[src/rtl/ovr_pkg.sv]
// Shared defaults, FSM encoding and window helpers for the
// one-vs-rest class scheduler.
package ovr_pkg;

    localparam int NUM_CLASS = 10;
    localparam int N_FEAT    = 81;
    localparam int XW        = 7;
    localparam int HW        = 32;

    typedef enum logic [1:0] {
        IDLE = 2'd0,
        EVAL = 2'd1,
        DONE = 2'd2
    } state_t;

    function automatic logic [XW-1:0] win_elem(
        input logic [N_FEAT*XW-1:0] w,
        input int unsigned          i
    );
        return w[i*XW +: XW];
    endfunction

endpackage

[src/rtl/ovr_class_scheduler_argmax_tracker.sv]
// Running argmax over signed scores; strict greater-than so that
// ties keep the earliest (lowest) class index.
module argmax_tracker #(
    parameter int HW    = 32,
    parameter int CLS_W = 4
) (
    input  logic             clk,
    input  logic             rst,
    input  logic             en,
    input  logic             clr,
    input  logic [HW-1:0]    score,
    input  logic [CLS_W-1:0] idx,
    output logic [HW-1:0]    nxt_score,
    output logic [CLS_W-1:0] nxt_cls
);
    import ovr_pkg::*;

    logic [HW-1:0]    best_score;
    logic [CLS_W-1:0] best_cls;
    logic             take;

    // clr forces the first class in unconditionally
    assign take = en && (clr || ($signed(score) > $signed(best_score)));

    assign nxt_score = take ? score : best_score;
    assign nxt_cls   = take ? idx   : best_cls;

    always_ff @(posedge clk) begin
        if (rst) begin
            best_score <= '0;
            best_cls   <= '0;
        end else begin
            best_score <= nxt_score;
            best_cls   <= nxt_cls;
        end
    end

endmodule

[src/rtl/ovr_class_scheduler.sv]
// Time-multiplexes one shared inner-product datapath across all
// one-vs-rest weight sets and reports the highest scoring class.
module ovr_class_scheduler #(
    parameter  int NUM_CLASS = ovr_pkg::NUM_CLASS,
    parameter  int N_FEAT    = ovr_pkg::N_FEAT,
    parameter  int XW        = ovr_pkg::XW,
    parameter  int HW        = ovr_pkg::HW,
    parameter  int IP_LAT    = 0,
    localparam int CLS_W     = $clog2(NUM_CLASS)
) (
    input  logic                 clk,
    input  logic                 rst,
    input  logic                 win_valid,
    output logic                 win_ready,
    input  logic [N_FEAT*XW-1:0] win_x,
    output logic [N_FEAT*XW-1:0] ip_x,
    output logic [CLS_W-1:0]     ip_cls,
    input  logic [HW-1:0]        ip_hprime,
    output logic                 res_valid,
    input  logic                 res_ready,
    output logic [CLS_W-1:0]     res_cls,
    output logic [HW-1:0]        res_score
);
    import ovr_pkg::*;

    localparam int WCW = (IP_LAT > 0) ? $clog2(IP_LAT + 1) : 1;
    localparam logic [CLS_W-1:0] LAST_CLS = CLS_W'(NUM_CLASS - 1);
    localparam logic [WCW-1:0]   LAST_W   = WCW'(IP_LAT);

    state_t           state;
    logic [WCW-1:0]   wcnt;
    logic             slot_end;
    logic             trk_en;
    logic [HW-1:0]    nxt_score;
    logic [CLS_W-1:0] nxt_cls;

    assign slot_end  = (wcnt == LAST_W);
    assign trk_en    = (state == EVAL) && slot_end;
    assign win_ready = (state == IDLE) && !rst;
    assign res_valid = (state == DONE);

    argmax_tracker #(
        .HW    (HW),
        .CLS_W (CLS_W)
    ) u_trk (
        .clk       (clk),
        .rst       (rst),
        .en        (trk_en),
        .clr       (ip_cls == '0),
        .score     (ip_hprime),
        .idx       (ip_cls),
        .nxt_score (nxt_score),
        .nxt_cls   (nxt_cls)
    );

    always_ff @(posedge clk) begin
        if (rst) begin
            state     <= IDLE;
            ip_x      <= '0;
            ip_cls    <= '0;
            wcnt      <= '0;
            res_cls   <= '0;
            res_score <= '0;
        end else begin
            unique case (state)
                IDLE: begin
                    if (win_valid) begin
                        ip_x   <= win_x;
                        ip_cls <= '0;
                        wcnt   <= '0;
                        state  <= EVAL;
                    end
                end
                EVAL: begin
                    if (slot_end) begin
                        wcnt <= '0;
                        // result registers only move when a full sweep lands
                        if (ip_cls == LAST_CLS) begin
                            res_cls   <= nxt_cls;
                            res_score <= nxt_score;
                            state     <= DONE;
                        end else begin
                            ip_cls <= ip_cls + CLS_W'(1);
                        end
                    end else begin
                        wcnt <= wcnt + WCW'(1);
                    end
                end
                DONE: begin
                    if (res_ready) state <= IDLE;
                end
                default: state <= IDLE;
            endcase
        end
    end

endmodule

[config.mk]
export PLATFORM = sky130hd
export DESIGN_NAME = ovr_class_scheduler
export DESIGN_NICKNAME = d
export VERILOG_FILES = /design/src/rtl/ovr_pkg.sv /design/src/rtl/ovr_class_scheduler_argmax_tracker.sv /design/src/rtl/ovr_class_scheduler.sv
export SDC_FILE = /design/constraint.sdc
export NUM_CORES = 1
export LEC_CHECK = 0
export CAP_MARGIN = 20
export CORE_AREA = 8 8 461 463
export DETAILED_ROUTE_END_ITERATION = 8
export DIE_AREA = 0 0 469 471
export GPL_TIMING_DRIVEN = 0
export SETUP_SLACK_MARGIN = 0.02
export SYNTH_ARGS = -nofsm -noshare
export SYNTH_HDL_FRONTEND = slang
export SYNTH_SLANG_ARGS = --single-unit
[constraint.sdc]
create_clock -name clk -period 3.35 [get_ports clk]
set_input_delay 0.8375 -clock clk [delete_from_list [all_inputs] [get_ports clk]]
set_output_delay 0.8375 -clock clk [all_outputs]
set_load 0.05 [all_outputs]
# Word level (Yosys, flattened, before mapping)

Index checks and enable logic that the tools add are counted.

Register bits: 646
Latch bits: 0
Bits in writable memories: 0
Memory bits (read-only): 0
Input bits: 603
Output and inout port bits: 609
Memories: 0

$add $sub $neg: 2
Multiply operators: 0
Div/mod/pow operators: 0
Magnitude comparators: 1
Eq/ne operators: 8
Shift-type cells: 0
Muxes and demuxes: 14
Bitwise gates (word level): 1
Reduce and logical (&&, ||, !) cells: 13

Operators with widths:

| kind                | count |
|---|---|
| $gt 32x32->1        | 1 |
| $mux 32             | 1 |
| $mux 4              | 4 |
| $mux 2              | 4 |
| $pmux 4 s2          | 1 |
| $reduce_and 4->1    | 2 |
| $ne 2x2->1 const B  | 3 |
| $pmux 2 s3          | 1 |
| $add 4x1->4 const B | 1 |
| $eq 4x4->1 const B  | 1 |
| $logic_not 4->1     | 1 |
| $ne 2x1->1 const B  | 2 |
| $reduce_and 2->1    | 2 |
| $logic_and 1x1->1   | 3 |
| $reduce_and 3->1    | 1 |
| $eq 2x1->1 const B  | 1 |
| $eq 2x2->1 const B  | 1 |
| $logic_not 2->1     | 1 |
| $mux 1              | 2 |
| $pmux 1 s2          | 1 |
| $reduce_bool 2->1   | 1 |
| $add 1x1->1 const B | 1 |
| $logic_not 1->1     | 1 |
| $logic_or 1x1->1    | 1 |
| $not 1->1           | 1 |

# Longest topological paths before layout

Depth in word-level cells: 4
Mapped depth: 11
Depth with buffers taken out: 9

# Modules after synthesis

From an unflattened synthesis, not the netlist that was laid out.

Cells, all modules: 2979
Area total of the unflattened synthesis: 24448.4 um2

By module, submodules not included:

| module              | instances | cells an instance | area each (um2) | seq. area each (um2) |
|---|---|---|---|---|
| ovr_class_scheduler | 1         | 2664              | 21454.3         | 12191.7 |
| argmax_tracker      | 1         | 315               | 2994.1          | 720.7 |

# Worst setup path before layout

Ideal clock, no wire load.

Kind: input port to output port
Start: input port rst
End: output port win_ready
Data arrival time: 2.432 ns
Data required time: 2.513 ns
Path slack: 0.080 ns
Stages on the path: 4
Cells stage by stage: clkbuf_1 clkbuf_1 buf_1 nor3_1

Word-level cells in the longest chain between the ends: 2

RTL lines:

| item              | RTL line                  | text |
|---|---|---|
| from (decl)       | ovr_class_scheduler.sv:12 | `input logic rst,` |
| $logic_not 1->1   | ovr_class_scheduler.sv:39 | `assign win_ready = (state == IDLE) && !rst;` |
| $logic_and 1x1->1 | ovr_class_scheduler.sv:39 |  |
| to (decl)         | ovr_class_scheduler.sv:14 | `output logic win_ready,` |

No other way between the ends.

# Final worst setup path

Start: input port ip_hprime[27]
End: register res_score[24]

Word-level cells in the longest chain between the ends: 4

RTL lines:

| item                 | RTL line                                 | text |
|---|---|---|
| from (decl)          | ovr_class_scheduler.sv:18                | `input logic [HW-1:0] ip_hprime,` |
| $gt 32x32->1         | ovr_class_scheduler_argmax_tracker.sv:23 | `assign take = en && (clr \|\| ($signed(score) > $signed(best_score)));` |
| $logic_or 1x1->1     | ovr_class_scheduler_argmax_tracker.sv:23 |  |
| $logic_and 1x1->1    | ovr_class_scheduler_argmax_tracker.sv:23 |  |
| $mux 32              | ovr_class_scheduler_argmax_tracker.sv:25 | `assign nxt_score = take ? score : best_score;` |
| to (signal assigned) | ovr_class_scheduler.sv:80                | `res_score <= nxt_score;` |
| to (decl)            | ovr_class_scheduler.sv:22                | `output logic [HW-1:0] res_score` |

No other way between the ends.
A chain may end at the register's enable or synchronous reset.

==> results.yml <==
timing:
  max_slew_margin_pct: 22.9
  min_period_ns: 3.27
  finalCritPeriodShare_pct: 97.5
  setup_viol: 0
  worstMarginPinSlew_ns: 1.15
  clock_skew_ns: 0.0353
  fmax_mhz: 306
  rsz0062_at_grt: "false"
  setup_tns_ns: 0
  final_hold_viol_count: 0
  hold_slack_ns: 0.452
  drv_slew: 0
  fin_ws_ns: 0.0845
critical_path:
  cp_num_buf_inv: 3
  reg2regPathDepth: 8
  path_depth: 10
  path_cells: "clkdlybuf4s50_1, ha_1, a21oi_1, o21ai_1, a2111oi_2, o211ai_1, o211ai_2, buf_4, clkbuf_1, a2111oi_1"
  end_kind: "flop"
  rr_endpoint: "ip_x[162]"
  critPathSlowestCell: "clkbuf_1"
  r2r-start: "state[1]"
  criticalPathCategory: "in -> reg"
  cp_max_fo: 10
  crit_path_start_kind: "input pin"
  required_ns: 3.88
  cp.arrival_ns: 3.80
  cp_slowest_stage_delay_ns: 0.53
  cp_top_family: "compound AO/OA/AOI/OAI gates"
  ff2ff_setup_slack_ns: 0.15
  startpoint: "ip_hprime[27]"
power_and_ir_drop:
  leakage_nw: 14.7
  ir_drop_mv: 0.382
  power.density_nw_per_um2: 548
  p_total_mw: 23.1
clock_network:
  cts_num_sinks: 645
  cts_root_buffer: "clkbuf_16"
  htreeDepth: 3
  path_clk_slew_ns: 0.06
  cts_tree: "yes"
  clockBufferDepth: 3
  cts_made_buffers: 80
  clk_latency_ns: 0.71
routing:
  wl_um: 214000
  drt-initial-drc-count: 2118
  num_vias: 27800
  avgRoutedWirePerCell_um: 29.9
  drc: 0
  drt-pass1-iter-count: 7
  detail-route-antenna-nets: 0
  viasPerCell: 3.90
floorplan:
  initial_core_util_pct: 11.4
  die-area_um2: 221000
  num_io_pins: 1212
  dieHeight_um: 471
  coreArea_um2: 206000
  rows: 167
  dieWidth_um: 469
place:
  gp_congestion: 0.975
  dp_cells: 6941
  preCtsSetupSlack_ns: -0.836
  port_buffers: 1210
  placed_area_um2: 39200
  dp_hpwl_um: 187000
global_routing:
  grt_overflow_total: 0
  grt.total_usage_pct: 18.3
  antenna_found_initial: 144
  grt_pass1_wl_um: 272000
  grt_pass1_vias: 27200
  grt_max_degree: 14
logic_synthesis:
  synth_edf_count: 0
  syn_nets: 3658
  synth_cell_types: 37
  synth_flop_cell: "dfxtp_1"
  syn-cell-area_um2: 23500
  postSynthCellCount: 3020
  async_flop_share_pct: 0
  ys_seq_elements: 645
  ys_warn_count: 0
  seq_area_frac_synth_pct: 54.9
  synth_area_per_cell_um2: 7.79
cells_and_area:
  stdcell_count: 7136
  final_util_pct: 20.5
  fin_nets: 4958
  drive_gt1_share_pct: 3.76
  area_delta_synth_final_pct: 79.4
  fin_area_um2: 42200
hold_path:
  min_to: "ip_x[136]"
  hold-path-cell-count: 2
  worstHoldPathType: "reg -> reg"
  holdCritStartpoint: "ip_x[136]"
status:
  outcome: "finished clean"
job:
  cap_violations: 0
-- repair_timing --
| action | CTS | global route |
|---|---|---|
| hold buffers | 0 | 0 |
| endpoints found under the setup margin | 16 | 56 |
| resized for setup | 4 | 17 |
| pin swaps | 0 | 1 |
| buffers inserted | 0 | 2 |
-- how the worst max path moves through the flow --
stage               slack (ns)                   to
global placement         -1.93            win_ready
detailed placement       -0.84        res_score[14]
finish                    0.08        res_score[24]
global route              0.02  u_trk.best_score[7]
floorplan                 0.08            win_ready
CTS                      -0.22            win_ready
-- power breakdown --
part | switching (mW) | internal (mW)
logic | 3.48 | 1.74
clock network | 3.95 | 5.47
registers | 0.328 | 8.13
total | 7.76 | 15.3
-- worst reg2reg max path, stage by stage (launching register included) --
cell      delay (ns)
dfxtp_1         0.50
nor2_1          0.10
nand2_1         0.37
clkbuf_2        0.33
buf_12          0.22
clkbuf_1        0.69
clkbuf_1        0.59
nand2_1         0.14
a21oi_1         0.17
-- layer usage --
metal / GRT usage [%] / part of all wire (%) / vias to the layer above
li1: - / - / 12500
met3: 9.99 / 13 / 354
met2: 28.3 / 44 / 1525
met4: 6.78 / 3.6 / 100
met1: 21.3 / 39 / 13300
met5: 0 / 0.30 / -
-- cell usage in the layout, fill, tap and decap left out, drive strengths merged, types with 2 or more instances in the layout --
master | synthesis | final
buf | 14 | 20
nor3 | 39 | 39
nand4 | 8 | 8
inv | 38 | 44
clkdlybuf4s50 | 0 | 1207
clkinv | 0 | 12
nor2 | 107 | 107
a21oi | 587 | 587
o31ai | 3 | 3
a2111oi | 36 | 36
o21ai | 75 | 75
diode | 0 | 47
nand3 | 6 | 6
clkbuf | 217 | 336
o211ai | 3 | 3
nand2 | 1149 | 1149
clkinvlp | 0 | 6
nor2b | 9 | 9
dfxtp | 645 | 645
dlygate4sd2 | 0 | 2
ha | 35 | 35
nand2b | 35 | 35
a21o | 2 | 2
bufinv | 0 | 7
-- kinds of logic (layout without fill, tap and decap cells) --
family          Yosys count  after routing  share of synthesized area [%]
simple gates           1359           1359                           22.6
compound gates          711            711                           16.1
flops                   645            645                           54.9
buf+inv                 269           1634                           4.44
fa+ha+maj                35             35                           1.86
xor+xnor                  1              1                         0.0373
other cells               0             47                              0
-- synth_stat cells (all sizes together), types with 2 or more instances --
library cell	n	share of area, %
a2111oi	36	1.6
nand4	8	0.24
o31ai	3	0.096
a21oi	587	12
inv	38	0.61
o211ai	3	0.12
dfxtp	645	55
o21ai	75	1.6
ha	35	1.9
nor2b	9	0.24
nor3	39	0.83
buf	14	0.37
nand2b	35	0.93
nand3	6	0.13
nor2	107	1.7
a21o	2	0.064
nand2	1149	18
clkbuf	217	3.5
-- sequential cells by signal (all words and copies together) (netlist names) --
| name | flops |
|---|---|
| ip_cls | 4 |
| ip_x | 567 |
| u_trk.best_cls | 4 |
| res_cls | 4 |
| u_trk.best_score | 32 |
| state | 2 |
| res_score | 32 |
-- cell type report --
cell class                      instances  area (um^2)
Fill cell                           22900       163000
Buffer                                230          912
Sequential cell                       645        12900
Clock buffer                          116         2340
Inverter                               38          143
Timing Repair Buffer                 1219        12300
Tap cell                             2704         3380
Multi-Input combinational cell       2106         9590
Clock inverter                         31          494
Antenna cell                           47          118
Power figures use the tool's default switching activity.
